$ cat src/rtl/j_audio_pkg.sv
// Shared audio constants: default slot width, word-select encodings and
// frame/counter sizing used by the I2S transmitter.
package j_audio_pkg;

    localparam int WIDTH_DEF = 16;

    localparam logic WS_LEFT  = 1'b0;
    localparam logic WS_RIGHT = 1'b1;

    localparam int FRAME_LEN = 2 * WIDTH_DEF;
    localparam int CNT_W     = $clog2(FRAME_LEN);

    function automatic int frame_len(input int width);
        return 2 * width;
    endfunction

endpackage

$ cat src/rtl/j_i2s_tx_if.sv
// DSP-side bus of the I2S transmitter: sample load handshake, pacing strobes,
// serial outputs and underrun flag.
import j_audio_pkg::*;

interface j_i2s_tx_if #(
    parameter int WIDTH = WIDTH_DEF
);
    logic             en;
    logic             sck_en;
    logic             ld;
    logic [WIDTH-1:0] din_l;
    logic [WIDTH-1:0] din_r;
    logic             ldreq;
    logic             sdata;
    logic             ws;
    logic             underrun;
    logic             underrun_clr;

    modport master (
        output en, sck_en, ld, din_l, din_r, underrun_clr,
        input  ldreq, sdata, ws, underrun
    );

    modport slave (
        input  en, sck_en, ld, din_l, din_r, underrun_clr,
        output ldreq, sdata, ws, underrun
    );
endinterface

$ cat src/rtl/j_i2s_hold.sv
// One-deep holding buffer for a left/right sample pair with the ld handshake.
import j_audio_pkg::*;

module j_i2s_hold #(
    parameter int WIDTH = WIDTH_DEF
) (
    input  logic               sys_clk,
    input  logic               reset,
    input  logic               ld,
    input  logic [WIDTH-1:0]   din_l,
    input  logic [WIDTH-1:0]   din_r,
    input  logic               take,
    output logic [2*WIDTH-1:0] hold_word,
    output logic               hold_valid
);

    // A load while full is accepted only if the serializer drains the old pair
    // in the same cycle.
    always_ff @(posedge sys_clk) begin
        if (reset) begin
            hold_word  <= '0;
            hold_valid <= 1'b0;
        end else begin
            if (take)
                hold_valid <= 1'b0;
            if (ld && (!hold_valid || take)) begin
                hold_word  <= {din_l, din_r};
                hold_valid <= 1'b1;
            end
        end
    end

endmodule

$ cat src/rtl/j_i2s_tx.sv
// I2S transmitter: frame counter, MSB-first shift register and WS generation.
// Optional macro J_I2S_TX_UNDERRUN_EN enables the sticky underrun flag.
import j_audio_pkg::*;

module j_i2s_tx #(
    parameter int WIDTH = WIDTH_DEF
) (
    input  logic        sys_clk,
    input  logic        reset,
    j_i2s_tx_if.slave   bus
);

    localparam int FRAME = frame_len(WIDTH);
    localparam int CW    = $clog2(FRAME);

    logic [CW-1:0]      cnt;
    logic [CW-1:0]      cnt_next;
    logic [FRAME-1:0]   shreg;
    logic [FRAME-1:0]   hold_word;
    logic [FRAME-1:0]   frame_word;
    logic               hold_valid;
    logic               sdata_q;
    logic               ws_q;
    logic               ws_next;
    logic               start;
    logic               take;

    assign start = bus.en && bus.sck_en && (cnt == '0);
    assign take  = start && hold_valid;

    j_i2s_hold #(.WIDTH(WIDTH)) u_hold (
        .sys_clk    (sys_clk),
        .reset      (reset),
        .ld         (bus.ld),
        .din_l      (bus.din_l),
        .din_r      (bus.din_r),
        .take       (take),
        .hold_word  (hold_word),
        .hold_valid (hold_valid)
    );

    always_comb begin
        cnt_next   = (cnt == CW'(FRAME - 1)) ? '0 : cnt + 1'b1;
        // WS changes one strobe before the slot it names, giving the I2S lead.
        ws_next    = (cnt_next >= CW'(WIDTH)) ? WS_RIGHT : WS_LEFT;
        frame_word = hold_valid ? hold_word : '0;
    end

    always_ff @(posedge sys_clk) begin
        if (reset || !bus.en) begin
            cnt     <= '0;
            shreg   <= '0;
            sdata_q <= 1'b0;
            ws_q    <= WS_LEFT;
        end else if (bus.sck_en) begin
            if (cnt == '0) begin
                sdata_q <= frame_word[FRAME-1];
                shreg   <= {frame_word[FRAME-2:0], 1'b0};
            end else begin
                sdata_q <= shreg[FRAME-1];
                shreg   <= {shreg[FRAME-2:0], 1'b0};
            end
            ws_q <= ws_next;
            cnt  <= cnt_next;
        end
    end

`ifdef J_I2S_TX_UNDERRUN_EN
    logic underrun_q;

    // A new underrun takes priority over a simultaneous clear.
    always_ff @(posedge sys_clk) begin
        if (reset)
            underrun_q <= 1'b0;
        else if (start && !hold_valid)
            underrun_q <= 1'b1;
        else if (bus.underrun_clr)
            underrun_q <= 1'b0;
    end

    assign bus.underrun = underrun_q;
`else
    assign bus.underrun = 1'b0;
`endif

    assign bus.ldreq = ~hold_valid;
    assign bus.sdata = sdata_q;
    assign bus.ws    = ws_q;

endmodule

$ cat src/flat_wrapper.sv
// flat-port wrapper written by rule: the top's interface ports become plain ports
module j_i2s_tx_flat 
#(
    parameter int WIDTH = WIDTH_DEF
)
  (sys_clk, reset, bus_en, bus_sck_en, bus_ld, bus_din_l, bus_din_r, bus_underrun_clr, bus_ldreq, bus_sdata, bus_ws, bus_underrun);
  j_i2s_tx_if #(.WIDTH(WIDTH)) bus_i ();
  input  logic sys_clk;
  input  logic reset;
  input wire logic [$bits(bus_i.en)-1:0] bus_en;
  input wire logic [$bits(bus_i.sck_en)-1:0] bus_sck_en;
  input wire logic [$bits(bus_i.ld)-1:0] bus_ld;
  input wire logic [$bits(bus_i.din_l)-1:0] bus_din_l;
  input wire logic [$bits(bus_i.din_r)-1:0] bus_din_r;
  input wire logic [$bits(bus_i.underrun_clr)-1:0] bus_underrun_clr;
  output wire logic [$bits(bus_i.ldreq)-1:0] bus_ldreq;
  output wire logic [$bits(bus_i.sdata)-1:0] bus_sdata;
  output wire logic [$bits(bus_i.ws)-1:0] bus_ws;
  output wire logic [$bits(bus_i.underrun)-1:0] bus_underrun;
  assign bus_i.en = bus_en;
  assign bus_i.sck_en = bus_sck_en;
  assign bus_i.ld = bus_ld;
  assign bus_i.din_l = bus_din_l;
  assign bus_i.din_r = bus_din_r;
  assign bus_i.underrun_clr = bus_underrun_clr;
  assign bus_ldreq = bus_i.ldreq;
  assign bus_sdata = bus_i.sdata;
  assign bus_ws = bus_i.ws;
  assign bus_underrun = bus_i.underrun;
  j_i2s_tx #(.WIDTH(WIDTH)) u_core (.sys_clk(sys_clk), .reset(reset), .bus(bus_i));
endmodule
$ cat config.mk
export PLATFORM = sky130hd
export DESIGN_NAME = j_i2s_tx_flat
export DESIGN_NICKNAME = d
export VERILOG_FILES = /design/src/rtl/j_audio_pkg.sv /design/src/rtl/j_i2s_tx_if.sv /design/src/rtl/j_i2s_hold.sv /design/src/rtl/j_i2s_tx.sv /design/src/flat_wrapper.sv
export SDC_FILE = /design/constraint.sdc
export NUM_CORES = 1
export LEC_CHECK = 0
export BUFFER_PORTS_ARGS = -buffer_cell sky130_fd_sc_hd__buf_2
export CAP_MARGIN = 30
export CORE_AREA = 5 5 81 83
export DETAILED_ROUTE_END_ITERATION = 10
export DIE_AREA = 0 0 86 88
export PLACE_DENSITY = 0.78
export SLEW_MARGIN = 10
export SYNTH_ARGS = -nofsm -noshare
export SYNTH_HDL_FRONTEND = slang
export SYNTH_SLANG_ARGS = --single-unit
$ cat constraint.sdc
create_clock -name sys_clk -period 2.2 [get_ports sys_clk]
set_input_delay 0.11 -clock sys_clk [delete_from_list [all_inputs] [get_ports sys_clk]]
set_output_delay 0.11 -clock sys_clk [all_outputs]
set_load 0.005 [all_outputs]
==> flow_metrics.env, run 1 <==
export IMPL_holdWs_ns=0.01495
export IMPL_drc=0
export IMPL_hp_class="input pin to flip-flop"
export IMPL_syn_area_sq_um=3141
export IMPL_globalplace_congestion=0.7505
export IMPL_grt_use_total_pct=17.98
export IMPL_stdcell_count=474
export IMPL_yosys_area_share_simple_pct=24.66
export IMPL_fin_tns_setup_ns=0
export IMPL_ys_flop_type="dfxtp_1"
export IMPL_hold_viol=0
export IMPL_ys_types=26
export IMPL_rsz0062_at_grt="no"
export IMPL_fp_row_count=28
export IMPL_grt_max_degree=64
export IMPL_ant_nets=0
export IMPL_end_kind="flip-flop"
export IMPL_fin_crit_sh_pct=82.44
export IMPL_cp_start_kind="flip-flop"
export IMPL_stdcell_area_sq_um=3684
export IMPL_cts_tree="yes"
export IMPL_dp_slack_ns=0.3999
export IMPL_p_sw_mw=0.6489
export IMPL_powerDensity_nw_per_um2=758.1
export IMPL_peakVddDrop_mv=0.3659
export IMPL_synth_top_family_by_area="simple AND/OR/NAND/NOR gates"
export IMPL_grt_pass1_wl_um=10770
export IMPL_drt_initial_drc_count=149
export IMPL_n_antenna_cell=0
export IMPL_p_leak_nw=1.457
export IMPL_die_x_um=86
export IMPL_via_count=2531
export IMPL_setup_slack_ns=0.3863
export IMPL_power_total_mw=2.793
export IMPL_cp_max_fo=29
export IMPL_avgSynthCellArea_sq_um=8.748
export IMPL_synth_area_leader_cell="dfxtp_1"
export IMPL_totalWireLength_um=6297
export IMPL_cts_clk_slew_worst_paths_ns=0.07
export IMPL_fmax_mhz=551.3
export IMPL_wire_per_inst_um=13.28
export IMPL_synth_compound_area_share_pct=13.27
export IMPL_viasPerCell=5.340
export IMPL_status="complete, no violations"
export IMPL_cts_buffer_depth=2
export IMPL_synthAdderAreaFrac_pct=1.195
export IMPL_synth_xor_area_share_pct=0
export IMPL_grt_pass1_vias=2435
export IMPL_arrival_ns=2.05
export IMPL_finalNetCount=435
export IMPL_die_area_sq_um=7568
export IMPL_dieHeight_um=88
export IMPL_initial_core_util_pct=54.33
export IMPL_fin_util_pct=63.72
export IMPL_crit_type="flip-flop to flip-flop"
export IMPL_cts_setup_buffers=0
export IMPL_power_frac_comb_pct=10.8
export IMPL_dpl_cell_area_sq_um=3378
export IMPL_reg2reg_depth=6
export IMPL_yosys_area_top_type_share_pct=44.62
export IMPL_yosysWarnings=0
export IMPL_min_period_ns=1.814
export IMPL_clkPwrFrac_pct=40.3
export IMPL_power_frac_seq_pct=49.0
export IMPL_grt_overflow_total=0
export IMPL_synthCells=359
export IMPL_ys_ff_latch=70
export IMPL_fin_skew_ns=0.007201
export IMPL_power_internal_mw=2.144
export IMPL_synth_edf_count=0
export IMPL_synth_area_top_cells="dfxtp_1 (45%), nand2b_1 (13%), mux2i_1 (11%)"
export IMPL_dp_hpwl_um=3978
export IMPL_area_growth_pct=17.29
export IMPL_switching_share_pct=23.24
export IMPL_insertion_delay_ns=0.35
export IMPL_synth_nets=400
export IMPL_clock_sinks=70
export IMPL_finalSetupViolations=0
export IMPL_async_flop_share_pct=0
export IMPL_htreeDepth=3
export IMPL_yosysMostFrequentCell="dfxtp_1"
export IMPL_root_buffer="clkbuf_8"
export IMPL_layout_drive_gt1_share_pct=16.29
export IMPL_port_buffers=39
export IMPL_slew_headroom_pct=61.55
export IMPL_numCtsBuffers=9
export IMPL_hold_buffers=9
export IMPL_max_slew_worst_pin_slew_ns=0.5744
export IMPL_firstDrtPassIters=4
export IMPL_maxCapViolations=0
export IMPL_antenna_found_initial=0
export IMPL_muxShareOfSynthArea_pct=10.84
export IMPL_ctsResizeCount=0
export IMPL_synth_common_cells="dfxtp_1 (70), nand2b_1 (65), mux2i_1 (34)"
export IMPL_worstPathRequired_ns=2.43
export IMPL_yosysSeqAreaShare_pct=44.62
export IMPL_core_area_sq_um=5781
export IMPL_final_max_slew_viol_count=0
export IMPL_hold_path_cell_count=3
export IMPL_place_inst=449
export IMPL_ios=42
layout make-up:
| type | instances | area (sq um) |
|---|---|---|
| clock buffers | 12 | 145.1 |
| fillers | 491 | 2097 |
| repair buffers | 57 | 365.4 |
| multi-input cells | 252 | 1593 |
| well taps | 75 | 93.84 |
| inverters | 4 | 15.01 |
| flip-flops and latches | 70 | 1401 |
| clock inverters | 4 | 70.07 |
cell families (layout without fill, tap and decap cells):
| kind of cell | Yosys count | count (layout) |
|---|---|---|
| simple gates | 142 | 142 |
| compound gates | 72 | 72 |
| flops | 70 | 70 |
| buf+inv | 37 | 77 |
| mux | 34 | 34 |
| fa+ha+maj | 3 | 3 |
| other cells | 1 | 1 |
flip-flops by register name (all words and copies together), names as in the netlist:
name / cells
u_core.u_hold.hold_word: 32
u_core.bus.sdata: 1
u_core.bus.ws: 1
u_core.shreg: 31
u_core.u_hold.hold_valid: 1
u_core.cnt: 4
final timing paths:
path                    startpoint                           to  slack, ns
hold reg to reg   u_core.shreg[12]             u_core.shreg[13]       0.46
setup reg to reg     u_core.cnt[0]  u_core.u_hold.hold_word[16]       0.39
setup / recovery     u_core.cnt[0]  u_core.u_hold.hold_word[16]       0.39
hold / removal       bus_din_r[10]  u_core.u_hold.hold_word[10]       0.01
cell usage in the layout (no fill, tap or decap), types with 2 or more instances in the layout:
cell and n:
bufinv_16 2, buf_2 39, dlygate4sd3_1 9, clkinv_2 2, buf_4 8, mux2i_1 34
nand3_1 33, clkbuf_8 10, ha_1 3, clkbuf_1 2, a21oi_1 4, nand2b_1 65
nand2_1 33, dfxtp_1 70, inv_1 4, nor2_1 3, a31oi_1 33, o21ai_0 33
worst max-delay path, stage by stage, from the launching register on:
cell and delay, ns:
dfxtp_1 0.37, inv_1 0.08, ha_1 0.16, or4b_1 0.51
a2bb2oi_4 0.23, buf_12 0.20, mux2i_1 0.14
per-layer routing:
metal  routed length (um)  global-route usage [%]
met5                    0                       0
met4                  199                   12.09
met3                  281                   4.045
met2                 2908                   28.94
met1                 2908                   21.49
power groups by stage:
stage	combinational [mW]	sequential [mW]	clock (mW)
after detailed placement	0.289	1.40	0
after CTS	0.302	1.37	1.15
after global placement	0.282	1.39	0
after global routing	0.335	1.37	1.21
after floorplan	0.215	1.39	0
final	0.300	1.37	1.12
(Power assumes the default switching activity.)
==> inputs of run 2 (changes only) <==
Clock period 2.2 ns to 1.7 ns, I/O delays scaled along.
==> flow_metrics.env, run 2 (synthesized netlist as in run 1, its figures left out) <==
export IMPL_fp_row_count=28
export IMPL_initial_core_util_pct=54.33
export IMPL_die_area_sq_um=7568
export IMPL_min_period_ns=1.663
export IMPL_firstDrtPassIters=5
export IMPL_largest_reg_flops=32
export IMPL_power_internal_mw=2.940
export IMPL_clock_sinks=70
export IMPL_grt_pass1_vias=2564
export IMPL_fin_crit_sh_pct=97.81
export IMPL_p_leak_nw=1.612
export IMPL_fin_skew_ns=0.004166
export IMPL_core_area_sq_um=5781
export IMPL_fin_util_pct=70.41
export IMPL_grt_pass1_wl_um=11270
export IMPL_htreeDepth=3
export IMPL_p_sw_mw=0.8784
export IMPL_root_buffer="clkbuf_8"
export IMPL_final_cell_mix="dfxtp_1 (68), nand2b_1 (65), buf_2 (39)"
export IMPL_crit_path_end="u_core.u_hold.hold_word[5]"
export IMPL_rsz0062_at_grt="yes"
export IMPL_via_count=2610
export IMPL_hold_path_cell_count=3
export IMPL_top_regs="u_core.u_hold.hold_word: 32 flops, u_core.shreg: 31 flops, u_core.cnt: 4 flops"
export IMPL_insertion_delay_ns=0.33
export IMPL_finalSetupViolations=0
export IMPL_cts_clk_slew_worst_paths_ns=0.07
export IMPL_grt_max_degree=67
export IMPL_multi_input_area_sq_um=1647
export IMPL_finalNetCount=462
export IMPL_peakVddDrop_mv=0.7867
export IMPL_final_common_cell="dfxtp_1"
export IMPL_hold_viol=0
export IMPL_antenna_found_initial=0
export IMPL_port_buffers=39
export IMPL_cp_start_kind="flip-flop"
export IMPL_fin_tns_setup_ns=0
export IMPL_grt_overflow_total=0
export IMPL_status="complete, no violations"
export IMPL_r2r_start="u_core.cnt[1]"
export IMPL_arrival_ns=1.89
export IMPL_n_fill_cell=437
export IMPL_dieHeight_um=88
export IMPL_place_inst=456
export IMPL_clkPwrFrac_pct=41.3
export IMPL_worstPathRequired_ns=1.92
export IMPL_ios=42
export IMPL_globalplace_congestion=0.7581
export IMPL_top_register="u_core.u_hold.hold_word"
export IMPL_grt_use_total_pct=18.69
export IMPL_power_frac_comb_pct=12.4
export IMPL_cts_tree="yes"
export IMPL_power_frac_seq_pct=46.3
export IMPL_numCtsBuffers=9
export IMPL_drt_initial_drc_count=117
export IMPL_totalWireLength_um=6682
export IMPL_final_max_slew_viol_count=0
export IMPL_die_x_um=86
export IMPL_wire_per_inst_um=13.34
export IMPL_drc=0
export IMPL_dp_hpwl_um=3986
export IMPL_reg2reg_to="u_core.u_hold.hold_word[5]"
export IMPL_fmax_mhz=601.4
export IMPL_powerDensity_nw_per_um2=938.3
export IMPL_layout_drive_gt1_share_pct=20.66
export IMPL_stdcell_area_sq_um=4070
export IMPL_viasPerCell=5.210
export IMPL_ant_nets=0
export IMPL_end_kind="flip-flop"
export IMPL_switching_share_pct=23.00
export IMPL_dpl_cell_area_sq_um=3456
export IMPL_hp_class="input pin to flip-flop"
export IMPL_n_antenna_cell=0
export IMPL_seqCellArea_sq_um=1404
export IMPL_maxCapViolations=0
export IMPL_stdcell_count=501
export IMPL_cp_max_fo=8
export IMPL_cts_buffer_depth=2
export IMPL_critical_path_startpoint="u_core.cnt[1]"
export IMPL_ff2ff_setup_slack_ns=0.04
export IMPL_crit_type="flip-flop to flip-flop"
export IMPL_reg2reg_depth=6
export IMPL_area_growth_pct=29.60
-- run 2: cell types whose count changed in the layout (fill, tap and decap cells not counted), sizes merged --
cell / before / now
dlygate4sd3: 9 / 26
buf: 48 / 56
clkbuf: 12 / 11
clkinv: 2 / 3
bufinv: 2 / 3
clkinvlp: 0 / 1
-- run 2: per-stage QoR --
stage	setup WS (ns)	hold WS, ns	power (mW)
final	0.03715	0.01258	3.819
after detailed placement	-0.02692	0.3483	2.197
after global routing	-0.01036	-0.0003135	4.002
after global placement	0.01220	0.3422	2.188
after floorplan	0.03396	0.2269	2.070
after CTS	0.004676	0.0001279	3.809
-- run 2: area by class of cell --
| cell class | count | area share (%) |
|---|---|---|
| multi-input cells | 252 | 40.46 |
| clock inverters | 7 | 2.767 |
| inverters | 4 | 0.3689 |
| repair buffers | 84 | 16.57 |
| flip-flops and latches | 70 | 34.49 |
| well taps | 75 | 2.306 |
| clock buffers | 9 | 3.043 |
-- run 2: what timing repair did --
item,CTS,global route
cloned,0,2
endpoints found under the hold margin,22,4
pin swaps,1,2
resized for setup,4,11
hold buffers,22,4
setup buffers,0,1
endpoints found under the setup margin,33,64
-- run 2: worst max-delay path, stage by stage (launching register included) --
cell	delay [ns]
dfxtp_2	0.33
inv_2	0.06
ha_4	0.12
or4b_4	0.48
a2bb2oi_4	0.24
clkbuf_16	0.20
mux2i_1	0.12
-- run 2: worst min path at each step --
stage	startpoint	slack (ns)	to
after floorplan	bus_ld	0.23	u_core.u_hold.hold_valid
after global placement	bus_din_r[0]	0.34	u_core.u_hold.hold_word[0]
after detailed placement	bus_din_r[12]	0.35	u_core.u_hold.hold_word[12]
after CTS	bus_din_r[5]	0.0001	u_core.u_hold.hold_word[5]
after global routing	bus_din_l[8]	-0.0003	u_core.u_hold.hold_word[24]
final	bus_din_l[8]	0.01	u_core.u_hold.hold_word[24]
-- run 2: power groups by stage --
stage	registers [mW]	logic [mW]	clock network [mW]
4_1_cts	1.77	0.434	1.61
5_1_grt	1.78	0.522	1.70
6_report	1.77	0.472	1.58
3_5_place_dp	1.80	0.393	0
3_3_place_gp	1.80	0.386	0
2_1_floorplan	1.79	0.278	0
-- run 2: per-layer routing --
layer	wire length, um	track usage (%)	vias up
li1	-	-	1363
met2	3257	31.67	48
met4	125	6.619	0
met5	0	0	-
met1	3088	22.64	1188
met3	212	5.456	11
